[src/rtl/lcd_fill_rect.sv]
// Fills an ST7735 window with one RGB565 colour: CASET, RASET, RAMWR, then hi/lo pixel bytes,
// one 9-bit word per en_write_fill, paced by the SPI writer's wr_done.
module lcd_fill_rect #(
  parameter logic [7:0] X_OFFSET = 8'd2,
  parameter logic [7:0] Y_OFFSET = 8'd3,
  parameter logic [7:0] MAX_XY   = 8'd127
) (
  input  logic        sys_clk,
  input  logic        sys_rst_n,
  input  logic        fill_start,
  input  logic [7:0]  x0,
  input  logic [7:0]  x1,
  input  logic [7:0]  y0,
  input  logic [7:0]  y1,
  input  logic [15:0] color,
  input  logic        wr_done,
  output logic [8:0]  fill_data,
  output logic        en_write_fill,
  output logic        fill_busy,
  output logic        fill_done,
  output logic        fill_err
);

  typedef enum logic [2:0] {S_IDLE, S_CHECK, S_ISSUE, S_WAIT, S_FIN} state_t;

  state_t      state;
  logic [7:0]  x0_q, x1_q, y0_q, y1_q;
  logic [15:0] color_q;
  logic [3:0]  word_idx;   // 0..10 header words, 11 = pixel phase
  logic        lo_byte;
  logic [14:0] pix_cnt;

  logic        reject;
  logic [7:0]  dx, dy;
  logic [14:0] width, height;
  logic [8:0]  next_word;
  logic        last_word;

  always_comb begin
    reject = (x1_q < x0_q) || (y1_q < y0_q) ||
             (x0_q > MAX_XY) || (x1_q > MAX_XY) ||
             (y0_q > MAX_XY) || (y1_q > MAX_XY);
    dx     = x1_q - x0_q;
    dy     = y1_q - y0_q;
    width  = {7'd0, dx} + 15'd1;
    height = {7'd0, dy} + 15'd1;
    last_word = (word_idx == 4'd11) && lo_byte && (pix_cnt == 15'd1);

    // Word that follows the one currently on fill_data.
    next_word = {1'b1, color_q[15:8]};
    case (word_idx)
      4'd0:    next_word = {1'b1, 8'h00};
      4'd1:    next_word = {1'b1, x0_q + X_OFFSET};
      4'd2:    next_word = {1'b1, 8'h00};
      4'd3:    next_word = {1'b1, x1_q + X_OFFSET};
      4'd4:    next_word = {1'b0, 8'h2B};
      4'd5:    next_word = {1'b1, 8'h00};
      4'd6:    next_word = {1'b1, y0_q + Y_OFFSET};
      4'd7:    next_word = {1'b1, 8'h00};
      4'd8:    next_word = {1'b1, y1_q + Y_OFFSET};
      4'd9:    next_word = {1'b0, 8'h2C};
      4'd11:   next_word = lo_byte ? {1'b1, color_q[15:8]} : {1'b1, color_q[7:0]};
      default: next_word = {1'b1, color_q[15:8]};
    endcase
  end

  always_ff @(posedge sys_clk or negedge sys_rst_n) begin
    if (!sys_rst_n) begin
      state         <= S_IDLE;
      x0_q          <= '0;
      x1_q          <= '0;
      y0_q          <= '0;
      y1_q          <= '0;
      color_q       <= '0;
      word_idx      <= '0;
      lo_byte       <= 1'b0;
      pix_cnt       <= '0;
      fill_data     <= '0;
      en_write_fill <= 1'b0;
      fill_busy     <= 1'b0;
      fill_done     <= 1'b0;
      fill_err      <= 1'b0;
    end else begin
      en_write_fill <= 1'b0;
      fill_done     <= 1'b0;
      fill_err      <= 1'b0;
      case (state)
        S_IDLE: begin
          if (fill_start) begin
            x0_q      <= x0;
            x1_q      <= x1;
            y0_q      <= y0;
            y1_q      <= y1;
            color_q   <= color;
            fill_busy <= 1'b1;
            state     <= S_CHECK;
          end
        end
        S_CHECK: begin
          if (reject) begin
            fill_done <= 1'b1;
            fill_err  <= 1'b1;
            fill_busy <= 1'b0;
            state     <= S_FIN;
          end else begin
            pix_cnt       <= width * height;
            word_idx      <= '0;
            lo_byte       <= 1'b0;
            fill_data     <= {1'b0, 8'h2A};
            en_write_fill <= 1'b1;
            state         <= S_ISSUE;
          end
        end
        S_ISSUE: state <= S_WAIT;
        S_WAIT: begin
          if (wr_done) begin
            if (last_word) begin
              fill_done <= 1'b1;
              fill_busy <= 1'b0;
              state     <= S_FIN;
            end else begin
              fill_data     <= next_word;
              en_write_fill <= 1'b1;
              state         <= S_ISSUE;
              if (word_idx != 4'd11) begin
                word_idx <= word_idx + 4'd1;
              end else if (!lo_byte) begin
                lo_byte <= 1'b1;
              end else begin
                lo_byte <= 1'b0;
                pix_cnt <= pix_cnt - 15'd1;
              end
            end
          end
        end
        S_FIN:   state <= S_IDLE;
        default: state <= S_IDLE;
      endcase
    end
  end

endmodule

[config.mk]
export PLATFORM = sky130hd
export DESIGN_NAME = lcd_fill_rect
export DESIGN_NICKNAME = d
export VERILOG_FILES = /design/src/rtl/lcd_fill_rect.sv
export SDC_FILE = /design/constraint.sdc
export NUM_CORES = 1
export LEC_CHECK = 0
export ABC_AREA = 0
export CAP_MARGIN = 10
export CORE_MARGIN = 2
export CORE_UTILIZATION = 36
export CTS_BUF_LIST = sky130_fd_sc_hd__clkbuf_16
export DETAILED_ROUTE_END_ITERATION = 10
export GPL_ROUTABILITY_DRIVEN = 0
export PLACE_DENSITY = 0.54
export SYNTH_ARGS = -nofsm -noshare
export SYNTH_HDL_FRONTEND = slang
export SYNTH_SLANG_ARGS = --single-unit
[constraint.sdc]
create_clock -name sys_clk -period 9.8 [get_ports sys_clk]
set_input_delay 1.96 -clock sys_clk [delete_from_list [all_inputs] [get_ports sys_clk]]
set_output_delay 1.96 -clock sys_clk [all_outputs]
set_load 0.03 [all_outputs]
==> reports/results.ini <==
[floorplanning]
die_area_um2=22600
core_area_um2=21000
die_y_um=150
start_util_pct=36.6
rows=53
die_w_um=150
io_pins=65

[worst_setup_path]
crit_slowest_cell=fa_1
reg2reg_setup_slack_ns=3.00
required_ns=10.08
cp.arrival_ns=7.08
slowest_delay_ns=0.54
crit_top_cell=fa_1
critPathLaunchType=flip-flop
end_kind=flip-flop
crit_path_max_fanout=7
critPathKind=flip-flop to flip-flop

[detailed_routing]
wire_per_inst_um=15.8
routed_via_density=5.14
drc=0
wirelength_um=19200
dr.first_iter.drc_count=350
drt_pass1_iterations=8
detail-route-antenna-nets=0
vias=6226

[place]
io_buffer_count=64
place_hpwl_um=14900

[finish]
layout_commonest_cell=inv_1
layout.nets=1087
antennaDiodeCount=0
register_area_um2=2100
final_cell_mix=inv_1 (121), nor2_1 (91), dfrtp_1 (84), nand2_1 (79), clkdlybuf4s50_1 (63)
syn_to_final_growth_pct=15.7
drive_gt1_share_pct=7.26
multiInputGateArea_um2=5020
final.fill_count=2118

[clocking]
clock_latency_ns=0.36
clk_pin_slew_ns=0.07
clk_path_buf_depth=2
htree_levels=3
numCtsBuffers=9
ctsRootBufferMaster=clkbuf_16
cts.sinks=84
ctsResizeCount=0
tritoncts=done
post_cts_buffers=0
cts_hold_buffers=0

[global_route]
grt_pass1_vias=6113
globalRouteOverflowTotal=0
grt_usage_pct=17.9
antenna_found_initial=0
grt_start_max_net_pins=73
grt_pass1_wl_um=31500

[timing]
timing.final.crit_share_pct=69.4
hold_ws_ns=0.503
slew_headroom_pct=34.2
drv_slew=0
fin_tns_setup_ns=0
setup_viol=0
worst_slew_pin_slew_ns=0.980
fin_worst_skew_ns=0.0101
rsz0062_at_grt=false
fmax_mhz=147
min_period_ns=6.80
finalHoldViolCount=0

[logic_synthesis]
postSynthCellCount=879
ys_seq_area_share_pct=27.3
async_flop_share_pct=100
yosysWarnings=0
synth_top_area_cell=dfrtp_1
synth_cell_type_count=70
synth_top_area_share_pct=27.3
ys_ff_latch=84
synth.avg_cell_area_um2=8.75
syn_nets=1034
synth_flop_cell=dfrtp_1
synthTopCellsByArea=dfrtp_1 (27%), fa_1 (13%), ha_1 (8.6%), inv_1 (5.9%), mux2_2 (4.8%)
netlist_area_um2=7690
synth_edf_count=0

[job]
cap_viol_max_count=0

[run_status]
status=finished, final reports clean

[min_path]
hp-class=flip-flop to flip-flop

## through the flow
step / util [%] / cells / cell area, um^2 / setup WS [ns]
3_5_place_dp: 40.9 / 1196 / 8600 / 3.01
5_1_grt: 42.4 / 1212 / 8900 / 2.41
3_3_place_gp: 40.9 / 1196 / 8600 / 3.09
4_1_cts: 42.4 / 1212 / 8900 / 3.00
6_report: 42.4 / 1212 / 8900 / 3.00
2_1_floorplan: - / 879 / 7690 / 3.34
## critical path: cells and delay by family (launching register included)
family / cells / cell delay [ns]
adder cells (fa/ha/maj): 7 / 3.04
AND/OR/NAND/NOR: 6 / 1.50
AO/OA/AOI/OAI: 7 / 1.06
XOR/XNOR: 2 / 0.57
flip-flops: 1 / 0.41
buffers and inverters: 3 / 0.14
## sequential cells by signal (all words and copies together) (netlist names)
signal / flops
color_q: 16
en_write_fill: 1
fill_busy: 1
fill_data: 9
fill_done: 1
fill_err: 1
lo_byte: 1
pix_cnt: 15
state: 3
word_idx: 4
x0_q: 8
x1_q: 8
y0_q: 8
y1_q: 8
## logic make-up after synthesis
logic type,after synthesis,share of synthesized area [%]
and+or+nand+nor,275,16.7
AOI/OAI and AO/OA,176,14.8
buffers and inverters,149,7.50
adders and majority gates,103,21.6
DFF,84,27.3
xor gates and xnor gates,48,5.74
muxes,44,6.26
## worst paths after layout
kind / to / startpoint / cells after the start
worst min register to register: fill_busy / fill_busy / 2
min in group asynchronous: x1_q[1] / sys_rst_n / 1
worst max-delay path: pix_cnt[14] / y0_q[0] / 25
worst max register to register: pix_cnt[14] / y0_q[0] / 25
max in group asynchronous: x0_q[4] / sys_rst_n / 2
worst min-delay path: fill_busy / fill_busy / 2
## synth_stat cells, types with 3 or more instances
master and instances:
nor2b_1 11, o21bai_1 5, clkbuf_1 23, nand2b_1 15
nor4_1 5, o221ai_1 3, o22ai_1 8, fa_1 50
o31a_1 3, and2_1 9, mux2i_1 11, a31oi_1 5
and3_1 3, a22o_1 3, nand4_1 10, nor2_1 91
nand2_1 79, a21o_1 5, inv_1 121, xor2_1 22
a21oi_1 40, xnor2_1 24, dfrtp_1 84, a22oi_1 7
mux2_2 33, ha_1 53, o21ai_0 56, nor3_1 14
nand3_1 16, or3_1 4, a211o_1 3, a221oi_1 6
or2_2 3, o2111a_1 3
## cell type report
type | count | area share (%)
Timing Repair Buffer | 69 | 7.59
Tap cell | 275 | 3.86
Inverter | 122 | 5.14
Clock inverter | 7 | 0.871
Sequential cell | 84 | 23.6
Clock buffer | 9 | 2.53
Multi-Input combinational cell | 646 | 56.4
## layer usage
layer / global-route usage [%] / up-vias / part of all wire [%] / routed length (um)
met5: 0 / - / 0 / 0
met2: 28.5 / 128 / 46 / 8760
met3: 3.00 / 20 / 3.7 / 707
met4: 5.09 / 0 / 1.9 / 371
met1: 25.1 / 3003 / 49 / 9340
li1: - / 3075 / - / -
Power is left out: the tool's default activity adds up to more than one toggle a clock period on the data nets, which glitch-free logic cannot reach.
